File: src/rtl/topk_pkg.sv
// topk_pkg: shared FSM state encoding and output-beat record for the top-k query reader
package topk_pkg;
  localparam int BEAT_ADDR_W = 64;
  localparam int BEAT_CNT_W  = 64;
  localparam int BEAT_RANK_W = 16;
  typedef enum logic [2:0] {
    ST_IDLE,
    ST_SETTLE,
    ST_READ,
    ST_DRAIN,
    ST_DONE
  } state_t;
  // Fields are sized for the widest supported configuration; the reader zero-extends into them.
  typedef struct packed {
    logic [BEAT_ADDR_W-1:0] addr;
    logic [BEAT_CNT_W-1:0]  cnt;
    logic [BEAT_RANK_W-1:0] rank;
  } beat_t;
endpackage

File: src/rtl/topk_out_fifo.sv
// topk_out_fifo: 2-entry beat buffer between CAM read returns and the out_* stream
// Ports: i_push/i_din write, i_pop consumes o_dout (head), o_full/o_empty/o_count status.
module topk_out_fifo
  import topk_pkg::*;
(
  input  logic       clk,
  input  logic       rst_n,
  input  logic       i_push,
  input  beat_t      i_din,
  input  logic       i_pop,
  output beat_t      o_dout,
  output logic       o_full,
  output logic       o_empty,
  output logic [1:0] o_count
);
  beat_t      r_mem [2];
  logic       r_wp, r_rp;
  logic [1:0] r_cnt;
  logic       w_push, w_pop;
  assign w_push  = i_push & ~o_full;
  assign w_pop   = i_pop & ~o_empty;
  assign o_full  = r_cnt == 2'd2;
  assign o_empty = r_cnt == 2'd0;
  assign o_count = r_cnt;
  assign o_dout  = r_mem[r_rp];
  always_ff @(posedge clk or negedge rst_n) begin
    if (!rst_n) begin
      r_mem <= '{default: '0};
      r_wp  <= 1'b0;
      r_rp  <= 1'b0;
      r_cnt <= 2'd0;
    end else begin
      if (w_push) r_mem[r_wp] <= i_din;
      if (w_push) r_wp <= ~r_wp;
      if (w_pop) r_rp <= ~r_rp;
      r_cnt <= r_cnt + {1'b0, w_push} - {1'b0, w_pop};
    end
  end
endmodule

File: src/rtl/topk_query_reader.sv
// topk_query_reader: freezes a sorted CAM and streams its top-k (addr, cnt) entries as ranked beats
// Ports: query_* accepts k and a clear request; cam_* freezes and reads the CAM (1-cycle read
// latency); out_* streams beats with valid/ready; done_* pulses the beat count; clear_pulse
// requests a sketch/CAM clear after readout.
module topk_query_reader
  import topk_pkg::*;
#(
  parameter int ADDR_SIZE  = 22,
  parameter int CNT_SIZE   = 32,
  parameter int NUM_ENTRY  = 25,
  parameter int INDEX_SIZE = 5,
  parameter int SETTLE_CYC = 2
) (
  input  logic                  clk,
  input  logic                  rst_n,
  input  logic                  query_valid,
  output logic                  query_ready,
  input  logic [INDEX_SIZE:0]   query_k,
  input  logic                  query_clear,
  output logic                  cam_freeze,
  output logic                  cam_rd_en,
  output logic [INDEX_SIZE-1:0] cam_rd_idx,
  input  logic                  cam_rd_valid,
  input  logic [ADDR_SIZE-1:0]  cam_rd_addr,
  input  logic [CNT_SIZE-1:0]   cam_rd_cnt,
  output logic                  out_valid,
  input  logic                  out_ready,
  output logic [ADDR_SIZE-1:0]  out_addr,
  output logic [CNT_SIZE-1:0]   out_cnt,
  output logic [INDEX_SIZE-1:0] out_rank,
  output logic                  done_valid,
  output logic [INDEX_SIZE:0]   done_num,
  output logic                  clear_pulse
);
  localparam int SW = SETTLE_CYC > 1 ? $clog2(SETTLE_CYC) : 1;
  localparam logic [INDEX_SIZE:0] K_MAX = (INDEX_SIZE+1)'(NUM_ENTRY);
  state_t                r_state, w_next;
  logic [INDEX_SIZE:0]   r_k, r_issued, r_beats, w_k;
  logic [INDEX_SIZE-1:0] r_pend_idx;
  logic [SW-1:0]         r_settle;
  logic                  r_clear, r_pending, r_eol;
  logic                  w_accept, w_ret, w_eol_now, w_push, w_pop, w_full, w_empty;
  logic [1:0]            w_cnt;
  logic [2:0]            w_load;
  beat_t                 w_din, w_head;
  logic                  w_unused_bits;
  assign w_k       = query_k > K_MAX ? K_MAX : query_k;
  assign w_accept  = query_valid & query_ready;
  assign w_ret     = cam_rd_valid & r_pending;
  assign w_eol_now = w_ret & (cam_rd_cnt == '0);
  assign w_push    = w_ret & ~w_eol_now;
  assign w_pop     = out_valid & out_ready;
  // A beat leaving this cycle frees its slot now, which sustains one read per cycle.
  assign w_load    = 3'(w_cnt) + 3'(r_pending) - 3'(w_pop);
  assign cam_rd_en = (r_state == ST_READ) & ~r_eol & ~w_eol_now & (r_issued < r_k) & (w_load < 3'd2);
  assign cam_rd_idx = r_issued[INDEX_SIZE-1:0];
  assign w_din = '{addr: BEAT_ADDR_W'(cam_rd_addr), cnt: BEAT_CNT_W'(cam_rd_cnt), rank: BEAT_RANK_W'(r_pend_idx)};
  topk_out_fifo u_fifo (
    .clk     (clk),
    .rst_n   (rst_n),
    .i_push  (w_push),
    .i_din   (w_din),
    .i_pop   (w_pop),
    .o_dout  (w_head),
    .o_full  (w_full),
    .o_empty (w_empty),
    .o_count (w_cnt)
  );
  assign w_unused_bits = ^{w_head, w_full};
  assign out_valid   = ~w_empty;
  assign out_addr    = w_head.addr[ADDR_SIZE-1:0];
  assign out_cnt     = w_head.cnt[CNT_SIZE-1:0];
  assign out_rank    = w_head.rank[INDEX_SIZE-1:0];
  assign query_ready = r_state == ST_IDLE;
  assign done_valid  = r_state == ST_DONE;
  assign done_num    = r_beats;
  assign clear_pulse = done_valid & r_clear;
  // A k==0 query passes through DONE without ever freezing the CAM.
  assign cam_freeze  = (r_state inside {ST_SETTLE, ST_READ, ST_DRAIN}) | (done_valid & (r_k != '0));
  always_ff @(posedge clk or negedge rst_n) begin
    if (!rst_n) r_state <= ST_IDLE;
    else r_state <= w_next;
  end
  always_comb begin
    w_next = r_state;
    case (r_state)
      ST_IDLE:   if (w_accept) w_next = w_k == '0 ? ST_DONE : SETTLE_CYC == 0 ? ST_READ : ST_SETTLE;
      ST_SETTLE: if (r_settle == SW'(SETTLE_CYC - 1)) w_next = ST_READ;
      ST_READ:   if (r_issued == r_k || r_eol || w_eol_now) w_next = ST_DRAIN;
      ST_DRAIN:  if (!r_pending && w_empty) w_next = ST_DONE;
      ST_DONE:   w_next = ST_IDLE;
      default:   w_next = ST_IDLE;
    endcase
  end
  always_ff @(posedge clk or negedge rst_n) begin
    if (!rst_n) begin
      r_k        <= '0;
      r_clear    <= 1'b0;
      r_issued   <= '0;
      r_beats    <= '0;
      r_eol      <= 1'b0;
      r_settle   <= '0;
      r_pending  <= 1'b0;
      r_pend_idx <= '0;
    end else begin
      if (w_accept) begin
        r_k      <= w_k;
        r_clear  <= query_clear;
        r_issued <= '0;
        r_beats  <= '0;
        r_eol    <= 1'b0;
        r_settle <= '0;
      end
      if (r_state == ST_SETTLE) r_settle <= r_settle + SW'(1);
      if (cam_rd_en) begin
        r_issued   <= r_issued + 1'b1;
        r_pend_idx <= r_issued[INDEX_SIZE-1:0];
      end
      // Read data always returns exactly one cycle after the request.
      r_pending <= cam_rd_en;
      if (w_eol_now) r_eol <= 1'b1;
      if (w_pop) r_beats <= r_beats + 1'b1;
    end
  end
endmodule

File: config.mk
export PLATFORM = sky130hd
export DESIGN_NAME = topk_query_reader
export DESIGN_NICKNAME = d
export VERILOG_FILES = /design/src/rtl/topk_pkg.sv /design/src/rtl/topk_out_fifo.sv /design/src/rtl/topk_query_reader.sv
export SDC_FILE = /design/constraint.sdc
export NUM_CORES = 1
export LEC_CHECK = 0
export BUFFER_PORTS_ARGS = -buffer_cell sky130_fd_sc_hd__buf_2
export CORE_AREA = 2 2 136 138
export CTS_BUF_LIST = sky130_fd_sc_hd__clkbuf_8 sky130_fd_sc_hd__clkbuf_16
export DETAILED_ROUTE_END_ITERATION = 10
export DIE_AREA = 0 0 138 140
export SLEW_MARGIN = 20
export SYNTH_ARGS = -nofsm -noshare
export SYNTH_HDL_FRONTEND = slang
export SYNTH_SLANG_ARGS = --single-unit
File: constraint.sdc
create_clock -name clk -period 4.9 [get_ports clk]
set_input_delay 0.98 -clock clk [delete_from_list [all_inputs] [get_ports clk]]
set_output_delay 0.98 -clock clk [all_outputs]
set_load 0.02 [all_outputs]
# Yosys cells after proc, flatten, opt, wreduce, memory -nomap -nowiden
# Cells that the tools add are included.
classes:
  n_div: 0
  add_sub_neg: 7
  n_eq_ne: 10
  n_lt_le_gt_ge: 6
  muxes: 19
  n_reduce_logical: 16
  n_shift: 0
  multipliers: 0
  bitwise: 22
ops:
  columns: ["cell", "n"]
  rows:
  - ["$mux W102", 3]
  - ["$bwmux W288", 1]
  - ["$demux W144 S1", 1]
  - ["$mux W144", 1]
  - ["$logic_not A32 Y1", 1]
  - ["$mux W6", 4]
  - ["$mux W3", 5]
  - ["$and A1 B1 Y1", 13]
  - ["$add A6 B1 Y6 const B", 2]
  - ["$pmux W3 S4", 1]
  - ["$reduce_bool A2 Y1", 4]
  - ["$eq A3 B2 Y1 const B", 2]
  - ["$eq A6 B6 Y1", 1]
  - ["$gt A6 B5 Y1 const B", 1]
  - ["$logic_not A6 Y1", 1]
  - ["$lt A6 B6 Y1", 1]
  - ["$ne A2 B1 Y1 const B", 3]
  - ["$not A1 Y1", 6]
  - ["$reduce_bool A6 Y1", 1]
  - ["$ge A2 B2 Y1 const B", 2]
  - ["$not A1 Y2", 2]
  - ["$reduce_and A4 Y1", 1]
  - ["$add A2 B1 Y3", 1]
  - ["$eq A3 B1 Y1 const B", 1]
  - ["other kinds (17)", 21]
word_totals:
  ff_bits: 322
  input_bits: 66
  latch_bits: 0
  mem_bits_ro: 0
  memories: 0
  elab_cells: 98
  ramBits: 0
  output_inout_bits: 76

# Logic depth before layout (Yosys ltp)
logic_depth:
  ltp_word: 7
  depth_mapped: 13
  ltp_nobuf: 12

# Modules after synthesis
# A second synthesis with hierarchy kept.
unflattened:
  cells_unflattened: 982
  area_unflattened_um2: 15008.1
modules_own_cells:
  columns: ["module", "seq_area_each_um2", "cells_each", "n_inst", "area_per_inst_um2"]
  rows:
  - ["topk_out_fifo", 7307.0, 787, 1, 13155.1]
  - ["topk_query_reader", 750.7, 195, 1, 1853.0]

# Worst setup path after synthesis
# No wires, ideal clock.
synth_timing:
  path_type: "in2out"
  start: "input out_ready"
  end: "output cam_rd_en"
  path_buffers: 0
  required_time_ns: 3.920
  arrival_time_ns: 3.475
  cell_stages: 10
  path_slack_ns: 0.445
  cell_sequence: "nand2_1 > inv_1 > ha_1 > inv_1 > nand2_1 > fa_1 > or4b_4 > a211oi_2 > o211ai_2 > nor3_1"
synth_between:
  elab_chain_cells: 4
synth_rtl:
  columns: ["item", "line", "source"]
  rows:
  - ["from (decl)", "topk_query_reader.sv:27", "input logic out_ready,"]
  - ["$and A1 B1 Y1", "topk_query_reader.sv:52", "assign w_pop = out_valid & out_ready;"]
  - ["$sub A3 B1 Y3", "topk_query_reader.sv:54", "assign w_load = 3'(w_cnt) + 3'(r_pending) - 3'(w_pop);"]
  - ["$lt A3 B2 Y1", "topk_query_reader.sv:55", "assign cam_rd_en = (r_state == ST_READ) & ~r_eol & ~w_eol_now & (r_issued < r_k) & (w_load < 3'd2);"]
  - ["$and A1 B1 Y1", "topk_query_reader.sv:55", null]
  - ["to (decl)", "topk_query_reader.sv:21", "output logic cam_rd_en,"]
# No other way between the ends.

# Final worst setup path
layout_timing:
  start: "register u_fifo.r_cnt[1], in the netlist u_fifo.o_count[1]"
  end: "output cam_rd_en"
layout_between:
  elab_chain_cells: 6
  elab_cells_between_ends: 7
  classes_between: "add/sub (2); order compare (1); bitwise (3); reduce/logical (1)"
layout_rtl:
  columns: ["item", "line", "source"]
  rows:
  - ["from (decl)", "topk_out_fifo.sv:18", "logic [1:0] r_cnt;"]
  - ["from (signal assigned)", "topk_out_fifo.sv:36", "r_cnt <= r_cnt + {1'b0, w_push} - {1'b0, w_pop};"]
  - ["parallel branches: the longest is 3 deep, another holds $add A2 B1 Y3", null, null]
  - ["$sub A3 B1 Y3 (*)", "topk_query_reader.sv:54", null]
  - ["$lt A3 B2 Y1 (*)", "topk_query_reader.sv:55", null]
  - ["$and A1 B1 Y1 (*)", "topk_query_reader.sv:55", null]
# Mark *: on every way between the ends.

==> results.cfg <==
[sta]
hold_viol = 0
slew_violations = 0
rsz0062_at_grt = false
fin_setup_tns_ns = 0
fin_crit_ns = 4.68
worstMarginPinSlew_ns = 0.908
relSlewSlack_pct = 39.5
fin_crit_sh_pct = 95.6
setup_viol = 0
fmax_mhz = 214
worst_clock_skew_ns = 0.0121

[worst_hold_path]
holdPathEnd = r_eol$_DFFE_PN0P_
worstHoldStart = r_eol$_DFFE_PN0P_
hold_path.class = flop to flop
min_delay_path_depth = 1

[setup_path]
worstPathRequired_ns = 3.92
start_kind = flop
crit_type = flop to output pin
reg2reg_depth = 12
timing.rr.start = u_fifo.o_count[1]$_DFF_PN0_
path_max_fanout = 6
r2r_end = r_pend_idx[0]$_DFFE_PN0P_
cp.arrival_ns = 3.70
crit_path_end_kind = output pin
r2r_setup_slack_ns = 1.25

[route]
drcViolationCount = 0
drt_pass1_iterations = 4
wirelength_um = 15200
wl_per_cell_um = 17.1
detail-route-antenna-nets = 0
routed_via_density = 5.11
drt_iter0_markers = 122
vias = 4559

[grt]
grt_overflow = 0
antenna_found_initial = 1
grt_max_degree = 83
groute.usage.overall_pct = 16.1
grt_pass1_vias = 4810
grt_pass1_wl_um = 24700

[placed_design]
gp_congestion = 0.796
place.detailed.hpwl_um = 10400
io_buffer_count = 141

[yosys]
syn_inst = 514
yosys_warnings = 0
post_synth.cell_area_avg_um2 = 13.6
synthFlopType = dfrtp_1
yosys_register_bits = 152
syn_nets = 592
synth-edff-count = 0
seq_area_frac_synth_pct = 54.4
synth_cell_types = 42
synth_area_mm2 = 0.00699
async_flop_share_pct = 100

[die]
core_area_mm2 = 0.0178
die_y_um = 140
ios = 142
die_w_um = 138
die_area_mm2 = 0.0193
row_count = 49
start_util_pct = 39.3

[clocking]
clk_latency_ns = 0.42
cts_setup_buffers = 0
clkTransAtPathRegs_ns = 0.07
post_cts_resized = 0
cts_buffer_depth = 2
cts-buffers-inserted = 17
htree_num_levels = 4
ctsHoldBuffers = 0
cts_tree = yes
clock-sinks = 152
root_buffer = clkbuf_16

[run_status]
status = finished, final reports clean

[power_and_ir_drop]
leakage_nw = 4.39
vdd_drop_max_v = 0.000280
powerDensity_mw_per_mm2 = 615
finalPower_mw = 5.19

[layout]
area_delta_synth_final_pct = 20.8
num-nets-final = 727
drive_above_1_share_pct = 56.5

[flow_run]
maxCapViolations = 0
==> routing by layer <==
layer	GRT usage [%]	wire, um	vias up
met5	0	0	-
met4	5.96	218	0
met3	3.90	670	14
met2	27.3	7610	105
met1	19.9	6730	2321
li1	-	-	2119
==> cell usage after synthesis (2+ instances only) <==
master,n,area [um^2]
a31o_2,3,26.3
nand3_1,7,35.0
a21o_1,3,22.5
o21ai_0,14,70.1
a21oi_1,10,50.1
nand2_1,20,75.1
nor3_1,5,25.0
buf_4,5,37.5
buf_6,3,33.8
o311ai_0,2,17.5
mux2_2,179,2020
inv_1,16,60.1
nor2_1,8,30.0
ha_1,11,138
or2_2,2,12.5
a22o_1,2,17.5
dfrtp_1,152,3800
a2111oi_0,3,26.3
clkbuf_1,7,26.3
nand2b_1,3,18.8
mux2_4,4,60.1
nand4_1,6,37.5
mux2i_1,3,30.0
nor4_1,9,56.3
buf_2,8,40.0
xor2_1,5,43.8
a31oi_1,2,12.5
buf_1,8,30.0
==> worst max-delay path: stages (launching register included) <==
cell and delay (ns):
dfrtp_1 0.44, or2_2 0.35, nand2_1 0.09, inv_1 0.10, ha_1 0.30, inv_1 0.07
nand2_1 0.07, fa_1 0.47, or4b_4 0.45, a211oi_2 0.19, o211ai_2 0.17, nor3_1 0.35
buf_2 0.23
==> report_power, final <==
part | internal [mW] | switching [mW]
Clock | 0.700 | 0.507
Sequential | 1.72 | 0.313
Combinational | 0.953 | 1.00
==> registers in the layout, indices dropped and copies added, names as in the netlist <==
register        count
done_num            6
r_clear             1
r_eol               1
r_issued            6
r_k                 6
r_pend_idx          5
r_pending           1
r_settle            1
r_state             3
u_fifo.o_count      2
u_fifo.r_mem      118
u_fifo.r_rp         1
u_fifo.r_wp         1
==> metrics by stage <==
| step | cell area (um^2) | std cells | hold slack, ns | worst slack, ns | utilization [%] |
|---|---|---|---|---|---|
| final | 8450 | 892 | 0.498 | 0.218 | 47.5 |
| after global routing | 8450 | 892 | 0.506 | 0.0309 | 47.5 |
| after CTS | 8440 | 891 | 0.498 | 0.206 | 47.5 |
| after detailed placement | 7890 | 859 | 0.483 | 0.399 | 44.4 |
| after global placement | 7890 | 859 | 0.464 | 0.476 | 44.4 |
| after floorplan | 6990 | 514 | 0.444 | 0.445 | - |
==> layout by cell type, fill, tap and decap left out, types with 3 or more instances in the layout <==
master	synthesis	final
nand2_1	20	19
nor4_1	9	9
inv_1	16	18
a21oi_1	10	10
clkbuf_8	0	4
mux2_4	4	4
buf_2	8	140
mux2i_1	3	3
nand3_1	7	7
o21ai_0	14	14
a2111oi_0	3	3
buf_4	5	5
a21o_1	3	3
nand4_1	6	6
clkinvlp_4	0	4
nor2_1	8	8
dfrtp_1	152	151
ha_1	11	11
mux2_2	179	179
a31o_2	3	3
xor2_1	5	5
nor3_1	5	5
clkbuf_16	0	17
==> final cells by class <==
type                    count  area (um^2)
inverters                  16         60.1
fillers                  1642         9330
diodes                      1         2.50
flip-flops and latches    152         3800
clock buffers              21          480
clock inverters            11         73.8
well taps                 229          287
multi-input cells         315         2970
repair buffers            147          769
==> logic make-up after synthesis <==
group / Yosys count / share of synthesized area, %
xor gates and xnor gates: 6 / 0.752
AOI/OAI and AO/OA: 44 / 4.19
adders and majority gates: 12 / 2.26
and+or+nand+nor: 67 / 5.01
muxes: 186 / 30.1
buffers and inverters: 47 / 3.26
DFF: 152 / 54.4
==> how the worst max path moves through the flow <==
| stage | endpoint | startpoint | slack [ns] |
|---|---|---|---|
| finish | cam_rd_en | u_fifo.o_count[1]$_DFF_PN0_ | 0.22 |
| global route | cam_rd_en | u_fifo.o_count[1]$_DFF_PN0_ | 0.03 |
| CTS | cam_rd_en | u_fifo.o_count[1]$_DFF_PN0_ | 0.21 |
| detailed placement | cam_rd_en | out_ready | 0.40 |
| global placement | cam_rd_en | out_ready | 0.48 |
| floorplan | cam_rd_en | out_ready | 0.45 |
Power figures use the tool's default switching activity.
